[src/rtl/meas_scheduler_if.sv]
// ---------------------------------------------------------------------------
// meas_scheduler_if
//   Bundles the control, configuration, engine-handshake and status signals
//   of the measurement scheduler.
//   master : the controlling side (drives start/abort/config and the engine
//            "done" levels, observes triggers and status)
//   slave  : the scheduler itself
//   Signals:
//     start, abort          one-cycle requests
//     cfg_en, cfg_each      config-phase selection
//     n_runs [RUN_W]        runs per sequence
//     t_gap, timeout [CNT_W] gap length and wait-state timeout (0 = none)
//     done_spi, done_task   level "done" indications from the engine
//     trigger_config/_task  one-cycle start pulses to the engine
//     busy, run_idx, seq_done, err_timeout, state   status
// ---------------------------------------------------------------------------
interface meas_scheduler_if #(
  parameter int RUN_W = 16,
  parameter int CNT_W = 32
);
  logic             start;
  logic             abort;
  logic             cfg_en;
  logic             cfg_each;
  logic [RUN_W-1:0] n_runs;
  logic [CNT_W-1:0] t_gap;
  logic [CNT_W-1:0] timeout;
  logic             done_spi;
  logic             done_task;

  logic             trigger_config;
  logic             trigger_task;
  logic             busy;
  logic [RUN_W-1:0] run_idx;
  logic             seq_done;
  logic             err_timeout;
  logic [2:0]       state;

  modport master (
    output start, abort, cfg_en, cfg_each, n_runs, t_gap, timeout,
           done_spi, done_task,
    input  trigger_config, trigger_task, busy, run_idx, seq_done,
           err_timeout, state
  );

  modport slave (
    input  start, abort, cfg_en, cfg_each, n_runs, t_gap, timeout,
           done_spi, done_task,
    output trigger_config, trigger_task, busy, run_idx, seq_done,
           err_timeout, state
  );
endinterface

[src/rtl/meas_scheduler.sv]
// ---------------------------------------------------------------------------
// meas_scheduler
//   Sequences a measurement: an optional config transfer, then n_runs task
//   runs separated by t_gap idle cycles, with an optional config transfer
//   before every run. Wait states are guarded by an optional timeout.
//   Ports:
//     clk    system clock (rising edge)
//     rst_n  asynchronous active-low reset
//     bus    meas_scheduler_if.slave (see interface header for signals)
//   All outputs are registered. Trigger and seq_done pulses are produced on
//   the clock edge that leaves CFG / TASK / DONE, so an abort sampled in
//   those states suppresses the pulse.
// ---------------------------------------------------------------------------
module meas_scheduler #(
  parameter int RUN_W = 16,
  parameter int CNT_W = 32
) (
  input  logic             clk,
  input  logic             rst_n,
  meas_scheduler_if.slave  bus
);

  typedef enum logic [2:0] {
    S_IDLE      = 3'd0,
    S_CFG       = 3'd1,
    S_WAIT_CFG  = 3'd2,
    S_TASK      = 3'd3,
    S_WAIT_TASK = 3'd4,
    S_GAP       = 3'd5,
    S_DONE      = 3'd6,
    S_ERR       = 3'd7
  } state_e;

  state_e           state_q, state_d;
  logic [RUN_W-1:0] run_idx_q, run_idx_d;
  logic [CNT_W-1:0] timer_q, timer_d;
  logic [RUN_W-1:0] n_runs_q, n_runs_d;
  logic [CNT_W-1:0] t_gap_q, t_gap_d;
  logic [CNT_W-1:0] timeout_q, timeout_d;
  logic             cfg_en_q, cfg_en_d;
  logic             cfg_each_q, cfg_each_d;
  logic             err_q, err_d;
  logic             spi_prev_q, task_prev_q;
  logic             trig_cfg_q, trig_cfg_d;
  logic             trig_task_q, trig_task_d;
  logic             seq_done_q, seq_done_d;
  logic             busy_q;

  logic             spi_rise, task_rise;
  logic [CNT_W-1:0] timer_inc;
  logic [RUN_W-1:0] run_idx_inc;
  logic             timed_out;

  // Only a 0->1 transition counts as "done"; a level already high at
  // sequence start is ignored.
  assign spi_rise    = bus.done_spi  & ~spi_prev_q;
  assign task_rise   = bus.done_task & ~task_prev_q;
  assign timer_inc   = timer_q + CNT_W'(1);
  assign run_idx_inc = run_idx_q + RUN_W'(1);
  // timer_q counts completed wait cycles, so the comparison against
  // timer_inc fires on the timeout-th wait cycle.
  assign timed_out   = (timeout_q != '0) && (timer_inc == timeout_q);

  always_comb begin
    state_d     = state_q;
    run_idx_d   = run_idx_q;
    timer_d     = timer_q;
    n_runs_d    = n_runs_q;
    t_gap_d     = t_gap_q;
    timeout_d   = timeout_q;
    cfg_en_d    = cfg_en_q;
    cfg_each_d  = cfg_each_q;
    err_d       = err_q;
    trig_cfg_d  = 1'b0;
    trig_task_d = 1'b0;
    seq_done_d  = 1'b0;

    if (bus.abort) begin
      // Abort wins over everything, including a start in the same cycle.
      // run_idx and err_timeout are left as they are.
      state_d = S_IDLE;
    end else begin
      unique case (state_q)
        S_IDLE: begin
          if (bus.start && (bus.n_runs != '0)) begin
            n_runs_d   = bus.n_runs;
            t_gap_d    = bus.t_gap;
            timeout_d  = bus.timeout;
            cfg_en_d   = bus.cfg_en;
            cfg_each_d = bus.cfg_each;
            run_idx_d  = '0;
            err_d      = 1'b0;
            state_d    = bus.cfg_en ? S_CFG : S_TASK;
          end
        end
        S_CFG: begin
          trig_cfg_d = 1'b1;
          timer_d    = '0;
          state_d    = S_WAIT_CFG;
        end
        S_WAIT_CFG: begin
          timer_d = timer_inc;
          if (spi_rise) begin
            state_d = S_TASK;
          end else if (timed_out) begin
            err_d   = 1'b1;
            state_d = S_ERR;
          end
        end
        S_TASK: begin
          trig_task_d = 1'b1;
          timer_d     = '0;
          state_d     = S_WAIT_TASK;
        end
        S_WAIT_TASK: begin
          timer_d = timer_inc;
          if (task_rise) begin
            run_idx_d = run_idx_inc;
            if (run_idx_inc == n_runs_q) begin
              state_d = S_DONE;
            end else begin
              timer_d = '0;   // the timer doubles as the gap counter
              state_d = S_GAP;
            end
          end else if (timed_out) begin
            err_d   = 1'b1;
            state_d = S_ERR;
          end
        end
        S_GAP: begin
          // t_gap = 0 still spends one cycle here.
          if ((t_gap_q == '0) || (timer_inc == t_gap_q)) begin
            state_d = (cfg_en_q && cfg_each_q) ? S_CFG : S_TASK;
          end else begin
            timer_d = timer_inc;
          end
        end
        S_DONE: begin
          seq_done_d = 1'b1;
          state_d    = S_IDLE;
        end
        S_ERR: begin
          err_d   = 1'b1;
          state_d = S_IDLE;
        end
        default: state_d = S_IDLE;
      endcase
    end
  end

  always_ff @(posedge clk or negedge rst_n) begin
    if (!rst_n) begin
      state_q     <= S_IDLE;
      run_idx_q   <= '0;
      timer_q     <= '0;
      n_runs_q    <= '0;
      t_gap_q     <= '0;
      timeout_q   <= '0;
      cfg_en_q    <= 1'b0;
      cfg_each_q  <= 1'b0;
      err_q       <= 1'b0;
      spi_prev_q  <= 1'b0;
      task_prev_q <= 1'b0;
      trig_cfg_q  <= 1'b0;
      trig_task_q <= 1'b0;
      seq_done_q  <= 1'b0;
      busy_q      <= 1'b0;
    end else begin
      state_q     <= state_d;
      run_idx_q   <= run_idx_d;
      timer_q     <= timer_d;
      n_runs_q    <= n_runs_d;
      t_gap_q     <= t_gap_d;
      timeout_q   <= timeout_d;
      cfg_en_q    <= cfg_en_d;
      cfg_each_q  <= cfg_each_d;
      err_q       <= err_d;
      spi_prev_q  <= bus.done_spi;
      task_prev_q <= bus.done_task;
      trig_cfg_q  <= trig_cfg_d;
      trig_task_q <= trig_task_d;
      seq_done_q  <= seq_done_d;
      busy_q      <= (state_d != S_IDLE);
    end
  end

  assign bus.trigger_config = trig_cfg_q;
  assign bus.trigger_task   = trig_task_q;
  assign bus.seq_done       = seq_done_q;
  assign bus.busy           = busy_q;
  assign bus.run_idx        = run_idx_q;
  assign bus.err_timeout    = err_q;
  assign bus.state          = state_q;

endmodule

[src/flat_wrapper.sv]
// flat-port wrapper written by rule: the top's interface ports become plain ports
module meas_scheduler_flat 
#(
  parameter int RUN_W = 16,
  parameter int CNT_W = 32
)
  (clk, rst_n, bus_start, bus_abort, bus_cfg_en, bus_cfg_each, bus_n_runs, bus_t_gap, bus_timeout, bus_done_spi, bus_done_task, bus_trigger_config, bus_trigger_task, bus_busy, bus_run_idx, bus_seq_done, bus_err_timeout, bus_state);
  meas_scheduler_if #(.RUN_W(RUN_W), .CNT_W(CNT_W)) bus_i ();
  input  logic clk;
  input  logic rst_n;
  input wire logic [$bits(bus_i.start)-1:0] bus_start;
  input wire logic [$bits(bus_i.abort)-1:0] bus_abort;
  input wire logic [$bits(bus_i.cfg_en)-1:0] bus_cfg_en;
  input wire logic [$bits(bus_i.cfg_each)-1:0] bus_cfg_each;
  input wire logic [$bits(bus_i.n_runs)-1:0] bus_n_runs;
  input wire logic [$bits(bus_i.t_gap)-1:0] bus_t_gap;
  input wire logic [$bits(bus_i.timeout)-1:0] bus_timeout;
  input wire logic [$bits(bus_i.done_spi)-1:0] bus_done_spi;
  input wire logic [$bits(bus_i.done_task)-1:0] bus_done_task;
  output wire logic [$bits(bus_i.trigger_config)-1:0] bus_trigger_config;
  output wire logic [$bits(bus_i.trigger_task)-1:0] bus_trigger_task;
  output wire logic [$bits(bus_i.busy)-1:0] bus_busy;
  output wire logic [$bits(bus_i.run_idx)-1:0] bus_run_idx;
  output wire logic [$bits(bus_i.seq_done)-1:0] bus_seq_done;
  output wire logic [$bits(bus_i.err_timeout)-1:0] bus_err_timeout;
  output wire logic [$bits(bus_i.state)-1:0] bus_state;
  assign bus_i.start = bus_start;
  assign bus_i.abort = bus_abort;
  assign bus_i.cfg_en = bus_cfg_en;
  assign bus_i.cfg_each = bus_cfg_each;
  assign bus_i.n_runs = bus_n_runs;
  assign bus_i.t_gap = bus_t_gap;
  assign bus_i.timeout = bus_timeout;
  assign bus_i.done_spi = bus_done_spi;
  assign bus_i.done_task = bus_done_task;
  assign bus_trigger_config = bus_i.trigger_config;
  assign bus_trigger_task = bus_i.trigger_task;
  assign bus_busy = bus_i.busy;
  assign bus_run_idx = bus_i.run_idx;
  assign bus_seq_done = bus_i.seq_done;
  assign bus_err_timeout = bus_i.err_timeout;
  assign bus_state = bus_i.state;
  meas_scheduler #(.RUN_W(RUN_W), .CNT_W(CNT_W)) u_core (.clk(clk), .rst_n(rst_n), .bus(bus_i));
endmodule
[config.mk]
export PLATFORM = sky130hd
export DESIGN_NAME = meas_scheduler_flat
export DESIGN_NICKNAME = d
export VERILOG_FILES = /design/src/rtl/meas_scheduler_if.sv /design/src/rtl/meas_scheduler.sv /design/src/flat_wrapper.sv
export SDC_FILE = /design/constraint.sdc
export NUM_CORES = 1
export LEC_CHECK = 0
export ABC_AREA = 1
export CAP_MARGIN = 20
export CORE_MARGIN = 1
export CORE_UTILIZATION = 51
export CTS_CLUSTER_DIAMETER = 50
export DETAILED_ROUTE_END_ITERATION = 10
export PLACE_DENSITY = 0.78
export SLEW_MARGIN = 20
export SYNTH_ARGS = -nofsm -noshare
export SYNTH_HDL_FRONTEND = slang
export SYNTH_SLANG_ARGS = --single-unit
[constraint.sdc]
create_clock -name clk -period 2.25 [get_ports clk]
set_clock_uncertainty 0.1 [all_clocks]
set_input_delay 0.45 -clock clk [delete_from_list [all_inputs] [get_ports clk]]
set_output_delay 0.45 -clock clk [all_outputs]
set_load 0.05 [all_outputs]
==> metrics.md <==
| Metric | Value |
|---|---|
| Slowest-stage cell, CP | `dfrtp_2` |
| # clock sinks | `140` |
| Seq cells post-synth | `140` |
| Slew @ Worst Pin | `506 ps` |
| Gpl congestion | `1.02` |
| EDFF count, synth | `0` |
| Nets | `1718` |
| Final setup vio count | `37` |
| Distinct cells, synth | `34` |
| Cell mode on critical path | `nand2_1` |
| Period Utilization, post-route | `128%` |
| LEAKAGE | `6.60 nW` |
| Die ar. | `17800 µm²` |
| Mux contribution to synthesized area | `3.96%` |
| Final core utilization | `79.3%` |
| Hpwl dp | `22500 µm` |
| Die height | `133 µm` |
| Number of I/O pins | `112` |
| GR Overflow Total | `0` |
| Crit-path cells | `ha_4 -> nand2_4 -> nor2_8 -> nand3_2 -> inv_2 -> nand2_1 -> nand2_1 -> nand2_1 -> buf_4 -> nand2_1 -> nand2_1 -> nor2_1 -> nand2_1 -> nor2_1 -> nand3_2 -> nand2_1 -> nand2_1 -> nand2_1 -> nand2_2 -> nand2_1 -> inv_1 -> nand2_1` |
| Highest clock rate | `348 MHz` |
| Drt total wl | `31700 µm` |
| Setup ws final | `-624 ps` |
| Starting Density | `52.7%` |
| Relative slew slack | `66.2%` |
| PwrDens | `1190 nW/µm²` |
| Crit path kind | `reg -> reg` |
| Post-synthesis average cell area | `7.01 µm²` |
| Outcome | `complete, but fails checks` |
| Diode count | `0` |
| Slowest cell delay on critical path | `410 ps` |
| HP Class | `in -> reg` |
| Post-synthesis async set-or-reset flop share | `100%` |
| Post-place setup slack | `-637 ps` |
| Failing checks | `negative setup slack` |
| Maximum vdd drop | `951 µV` |
| Fin Hold WS | `375 ps` |
| Pre-Repair DR Iteration Count | `7` |
| Cell Rows | `47` |
| Initial drt markers | `926` |
| # DRC | `0` |
| Setup_tns | `-21180 ps` |
| Initial antenna violation count | `0` |
| Complex-gate fraction of the synthesized area | `8.79%` |
| Longest Clk Path Bufs | `2` |
| Pins Over Slew Limit | `0` |
| Yosys top cell area share | `39.8%` |
| Total track usage | `36.2%` |
| Synth Area in Simple Gates | `37.1%` |
| Largest family of logic cells by synthesized area | `simple AND/OR/NAND/NOR gates` |
| RSZ-0062 raised after global routing | `true` |
| CTS root buffer | `clkbuf_16` |
| Post-Syn Area | `8810 µm²` |
| Layout area overhead | `50.4%` |
| Port Buffers | `111` |
| CP max FO | `4` |
| WL/cell | `17.0 µm` |
| Crit-path leading delay family | `simple AND/OR/NAND/NOR gates` |
| Pin count of the biggest net entering global routing | `41` |
| Yosys warns | `0` |
| Vias in the first global route | `10200` |
| Post-route minimum period | `2870 ps` |
| Fraction of layout cells with a size suffix above 1 | `30.0%` |
| CTS buffer count | `17` |
| CTS tree | `built` |
| Die width | `133 µm` |
| Main synth FF type | `dfrtp_1` |
| Type of origin of the critical path | `flip-flop` |
| Biggest area consumer among synthesized cells | `dfrtp_1` |
| Post-DRT Antenna Nets | `0` |
| Vias per cell | `5.60` |
| Setup crit end kind | `flip-flop` |
| First-pass GRT wire length | `50100 µm` |
| CP Data Required Time | `2540 ps` |
| Arrival @ worst endpoint | `3160 ps` |
| Final Hold Viols | `0` |
| Post-Synthesis Cells | `1256` |
| Adder-Cell Fraction of Synth Area | `0.284%` |
| Reg clk slew, reported paths | `70 ps` |
| Core Region | `16700 µm²` |
| Synth top area cells | `dfrtp_1, nand2_1, nor2_1, nand3_1, inv_1` |
| Buf/Inv on CP | `3` |
| H-tree levels | `4` |
| Sequential share of the synthesized area | `39.8%` |
| Total of max-cap violations | `0` |
| Fillers | `1037` |
| Syn_nets | `1346` |
| Clk_lat worst skew | `440 ps` |
| Post-Synth XOR/XNOR Area | `2.29%` |
| Via count | `10400` |
-- per-stage QoR --
step	area (µm²)	power, W	cells
finish	13200	0.0158	1861
detailed placement	12200	0.0120	1817
global route	13200	0.0166	1861
CTS	13100	0.0153	1857
floorplan	8920	0.00841	1256
global placement	12200	0.0117	1817
-- cells in the mapped netlist (7+ instances only) --
library cell  count
nand3b_1         12
nor2_2            8
inv_1           141
o21ai_2          33
o22ai_1          12
clkbuf_1         16
nor3_1           10
o21ai_0          24
xnor2_1          10
nand2_1         380
dfrtp_1         140
nand2_2           7
nor4_1            7
mux2_2           31
xor2_1           13
nand4_1          18
nor2_1          192
nand3_1         121
a21oi_1          47
-- final timing paths --
path / start / endpoint / slack (ps) / cells after the start
setup / recovery: u_core.timer_q[0] / u_core.bus.busy / -620 / 22
hold / removal: bus_done_spi / u_core.spi_prev_q / 370 / 1
setup reg to reg: u_core.timer_q[0] / u_core.bus.busy / -620 / 22
hold reg to reg: u_core.cfg_en_q / u_core.cfg_en_q / 400 / 2
max in group asynchronous: rst_n / u_core.t_gap_q[7] / 1020 / 3
min in group asynchronous: rst_n / u_core.timer_q[11] / 400 / 2
-- repair_timing --
item,4_1_cts,5_1_grt
buffers inserted,7,4
setup endpoints to repair,50,74
pin swaps,23,10
hold endpoints to repair,36,0
gates resized for setup,77,37
hold buffers,1,0
-- flip-flops by register name, summed over array words and instances (netlist names), 3 cells and up --
name,count
u_core.t_gap_q,32
u_core.timeout_q,32
u_core.timer_q,32
u_core.bus.run_idx,16
u_core.n_runs_q,16
u_core.bus.state,3
-- cell type report --
class                      count  area [µm²]  area share [%]
multi-input combinational    945        5040            38.0
sequential                   140        3520            26.5
timing repair buffer         377        3240            24.4
inverter                     147         557            4.20
clock buffer                  19         443            3.34
tap                          220         275            2.08
clock inverter                13         178            1.34
-- cells by family after synthesis --
group	Yosys count
AO/OA/AOI/OAI	123
multiplexers	31
adder cells (fa/ha/maj)	2
XOR/XNOR	23
buffers and inverters	171
flip-flops	140
AND/OR/NAND/NOR	766
-- where the power goes --
part           switching (W)  internal [W]
combinational        0.00451       0.00374
sequential          0.000980       0.00354
clock                0.00124       0.00180
total                0.00673       0.00909
-- per-layer routing --
| layer | GRT usage, % | vias to the layer above | part of all wire (%) |
|---|---|---|---|
| met1 | 42.7 | 4891 | 38 |
| met3 | 9.09 | 154 | 8.7 |
| met4 | 17.2 | 0 | 4.9 |
| met5 | 0 | - | 0 |
| li1 | - | 4770 | - |
| met2 | 61.6 | 606 | 49 |
-- cells in the final DEF, fill, tap and decap left out, types with 21 or more instances in the layout --
cell | Yosys | final
a21oi_1 | 47 | 46
buf_4 | 0 | 253
clkdlybuf4s50_1 | 0 | 92
dfrtp_1 | 140 | 129
inv_1 | 141 | 140
mux2_2 | 31 | 31
nand2_1 | 380 | 343
nand2_2 | 7 | 41
nand3_1 | 121 | 103
nor2_1 | 192 | 166
nor2_2 | 8 | 22
o21ai_0 | 24 | 21
o21ai_2 | 33 | 33
Power figures use the tool's default switching activity.
==> RTL edit 1, RTL diff (same flow settings) <==
`CNT_W` is set to 32 in 3 places; all go to 40.
--- a/src/rtl/meas_scheduler_if.sv
+++ b/src/rtl/meas_scheduler_if.sv
@@ -16,7 +16,7 @@
 // ---------------------------------------------------------------------------
 interface meas_scheduler_if #(
   parameter int RUN_W = 16,
-  parameter int CNT_W = 32
+  parameter int CNT_W = 40
 );
   logic             start;
   logic             abort;
--- a/src/rtl/meas_scheduler.sv
+++ b/src/rtl/meas_scheduler.sv
@@ -13,7 +13,7 @@
 // ---------------------------------------------------------------------------
 module meas_scheduler #(
   parameter int RUN_W = 16,
-  parameter int CNT_W = 32
+  parameter int CNT_W = 40
 ) (
   input  logic             clk,
   input  logic             rst_n,
--- a/src/flat_wrapper.sv
+++ b/src/flat_wrapper.sv
@@ -2,7 +2,7 @@
 module meas_scheduler_flat 
 #(
   parameter int RUN_W = 16,
-  parameter int CNT_W = 32
+  parameter int CNT_W = 40
 )
   (clk, rst_n, bus_start, bus_abort, bus_cfg_en, bus_cfg_each, bus_n_runs, bus_t_gap, bus_timeout, bus_done_spi, bus_done_task, bus_trigger_config, bus_trigger_task, bus_busy, bus_run_idx, bus_seq_done, bus_err_timeout, bus_state);
   meas_scheduler_if #(.RUN_W(RUN_W), .CNT_W(CNT_W)) bus_i ();
Ports: changed (resized bus_t_gap and bus_timeout); port bits go from 112 to 128. The function was not compared with the original's and may differ.
==> RTL edit 1 against the original RTL <==
The flow still finishes with violations (setup timing). Critical path depth rose by 2. Count of clock-buffer cells in the layout increased by 2. Routed wire length up 39%. Cell count grew 16%. Setup slack got worse by 560 ps. Area after synthesis up 13%. Highest routed layer unchanged. Global-route usage rose by 2.6 points. Core utilization rose by 4.2 points. Combinational power up 6.3%. Maximum frequency is 16% lower. Clock power about the same. Sequential cell count grew 24. Total power increased by 7.1%. Final area increased by 19%.
==> RTL edit 1: results (changes against the original RTL) <==
Hold Path End u_core.n_runs_q[6]; Clock Latency Late Sink 480 ps (+40 ps); adder-cell share of the synthesized area 0.250% (-0.034 points); top post-synthesis cells by count nand2_1, nor2_1, inv_1; largest net degree at the start of global routing 46 (+12%); clock-pin slew on the worst setup and hold paths 90 ps (+20 ps); placed cell area 0.0138 mm^2 (+13%); Avg WL per Cell 20.4 um (+20%); Post-Synth XOR/XNOR Area 3.49% (+1.2 points); Syn Nets 1532 (+14%); placer congestion estimate 0.990 (-2.9%); Hold Path Depth 2 (+1); Distinct cells, synth 41 (+21%); clk_buf instances 21 (+2); # nets final 1987 (+16%); placed insts 2070 (+14%); setup ws final -1190 ps (-563 ps); failing checks setup timing; leakage 7.89 nW (+20%); total number of vias 12864 (+23%); ClkCell Share 3.65% (-1.0 points); Seq Cell Count 164 (+17%); bufs w/o clock 464 (+23%); post-synthesis mux area share 3.49% (-0.47 points); FF-to-FF path depth 24 (+9.1%); outcome finished with violations; share of cells above drive strength 1 33.1% (+3.0 points); register area 0.00411 mm^2 (+17%); total track usage 38.8% (+2.6 points); setup violators final 45 (+22%); sequential area share after synthesis 41.1% (+1.3 points); Non-Filler Instances 2155 (+16%); Finished Core Util 83.5% (+4.2 points)
## RTL edit 1: layer usage
layer | share of wire [%] | track usage [%] | vias to the layer above | wire [um]
met1 | 35 | 45.6 | 5947 | 15400
met3 | 11 | 8.48 | 388 | 4950
met4 | 8.3 | 24.0 | 0 | 3640
met2 | 46 | 64.7 | 1069 | 20000
li1 | - | - | 5460 | -
met5 | 0 | 0 | - | 0
## RTL edit 1: timing repair
| action | 4_1_cts | 5_1_grt |
|---|---|---|
| hold buffers | 1 | 0 |
| hold endpoints to repair | 40 | 0 |
| gates resized for setup | 148 | 154 |
| setup endpoints to repair | 85 | 132 |
| buffers inserted | 37 | 12 |
| gates cloned | 2 | 5 |
| pin swaps | 68 | 84 |
## RTL edit 1: power breakdown
part	internal (mW)	leakage, nW	switching (mW)
clock network	1.61	0.271	1.43
registers	4.07	1.99	1.05
logic	3.73	5.63	5.04
total	9.41	7.89	7.52
==> RTL edit 2, RTL diff (same flow settings) <==
Without the edit above. Make the reset (`rst_n`) synchronous in one clocked block. Comments in the files are not updated.
--- a/src/rtl/meas_scheduler.sv
+++ b/src/rtl/meas_scheduler.sv
@@ -148,7 +148,7 @@
     end
   end
 
-  always_ff @(posedge clk or negedge rst_n) begin
+  always_ff @(posedge clk) begin
     if (!rst_n) begin
       state_q     <= S_IDLE;
       run_idx_q   <= '0;
Check against the original RTL: differs if rst_n is asserted again (counterexample within 4 cycles, from zero or initial values and one cycle with rst_n low); with rst_n held inactive, the same outputs for 4 cycles.
==> RTL edit 2 against the original RTL <==
The run still ends with setup timing left. Critical path depth is 2 lower. Routed wire length increased by 1.1%. Area after synthesis grew 3.1%. Core utilization down 2.2 points. Sequential cell count unchanged. Global-route usage decreased by 1.4 points. Worst hold slack worse by 91 ps. Setup slack lost 36 ps. Final area is 1.0% higher. Cell count rose by 12%. First-iteration DRC count up 38%.
Power is not compared: it rests on default switching activity, and its combinational part moved more than twofold at a synthesized area within 25%.
==> RTL edit 2: results (changes against the original RTL) <==
placed insts 2035 (+12%); hold_sp bus_n_runs[13]; failing checks setup timing; setup ws final -660 ps (-35.8 ps); vias per cell 5.52 (-1.4%); sequential area share after synthesis 30.9% (-8.9 points); # nets final 1938 (+13%); M2 GR Usage 58.0% (-3.6 points); met3 Usage GRT 6.10% (-3.0 points); most common flop cell mapped by yosys dfxtp_1; multi-input logic area 0.00584 mm^2 (+16%); Async SR Flop Fraction 0% (-100 points); RR Startpoint u_core.timer_q[0]; post-synthesis mux area share 0% (-4.0 points); share of cells above drive strength 1 22.5% (-7.5 points); Hold Slack 283 ps (-91.4 ps); met2 WL 15.1 mm (-2.2%); setup violators final 37 (unchanged); # resized after CTS 70 (-9.1%); multi-input gate count 1157 (+22%); fillcell total 1313 (+27%); top post-synthesis cells by count nand2_1, nand3_1, inv_1; WL met1 12.9 mm (+7.3%); r2r endpoint u_core.timer_q[27]; Worst Setup Slack post-DPL -517 ps (+120 ps); ClkCell Share 4.40% (-0.28 points); Hold Path End u_core.n_runs_q[13]; met3 wire len 2.70 mm (-2.5%); placed cell area 0.0121 mm^2 (-0.62%); first-pass GRT wire length 50.0 mm (-0.18%); Hold Path Depth 3 (+2); HPWL after DPL 22.5 mm (-0.13%); largest net degree at the start of global routing 73 (+78%); setup TNS -21570 ps (-391 ps); adder-cell share of the synthesized area 0.276% (-0.0085 points); Routed WL 32.1 mm (+1.1%); bufs w/o clock 352 (-6.6%); placer congestion estimate 0.962 (-5.7%); Post-Synth XOR/XNOR Area 1.96% (-0.33 points); Finished Core Util 77.1% (-2.2 points); sequential share of cell area 21.2% (-5.3 points); # Post-CTS Setup Buffers 9 (+2); worst stage delay on the critical path 360 ps (-50 ps); clk_buf instances 23 (+4); router iterations before antenna repair 5 (-2); IO Port Bufs 111 (unchanged); Worst path slowest cell dfxtp_4; met1 GRT Util 42.7% (about the same); outcome finished with violations; fraction of area in multi-input gates 43.6% (+5.6 points); Compound-Gate Fraction of Synth Area 15.0% (+6.2 points); Starting DRT DRC Count 1275 (+38%); Non-clock buffer share 23.6% (-0.87 points); CP max FO 5 (+1); total power 6.72 mW; number of global-route vias before repair 10375 (+1.7%); worst path arrival time 3180 ps (+20 ps); count of non-CTS inverters in the layout 180 (+22%)
RTL edit 2: cell count changes after synthesis, sizes merged, moves of 31 or more:
| cell | delta |
|---|---|
| mux2 | -31 |
| nor2 | -67 |
| inv | +32 |
| dfrtp | -140 |
| clkbuf | +34 |
| nand2 | +101 |
| a21oi | +117 |
| o21ai | +31 |
| dfxtp | +140 |
| nand3 | +81 |
RTL edit 2: tightest hold or removal path, delay by kind of cell:
family                 cells  cell delay (ps)
buffers and inverters      1              120
AO/OA/AOI/OAI              2              210
RTL edit 2: worst max-delay path by stage:
stage | startpoint | endpoint | slack (ps) | depth (start not counted)
floorplan | u_core.timer_q[0] | u_core.timer_q[2] | -80 | 19
global placement | u_core.timer_q[1] | u_core.bus.busy | -430 | 19
detailed placement | u_core.timer_q[0] | u_core.timer_q[25] | -520 | 19
CTS | u_core.timer_q[1] | u_core.timer_q[19] | -460 | 21
global route | u_core.timer_q[0] | u_core.timer_q[29] | -790 | 21
finish | u_core.timer_q[0] | u_core.timer_q[27] | -660 | 20
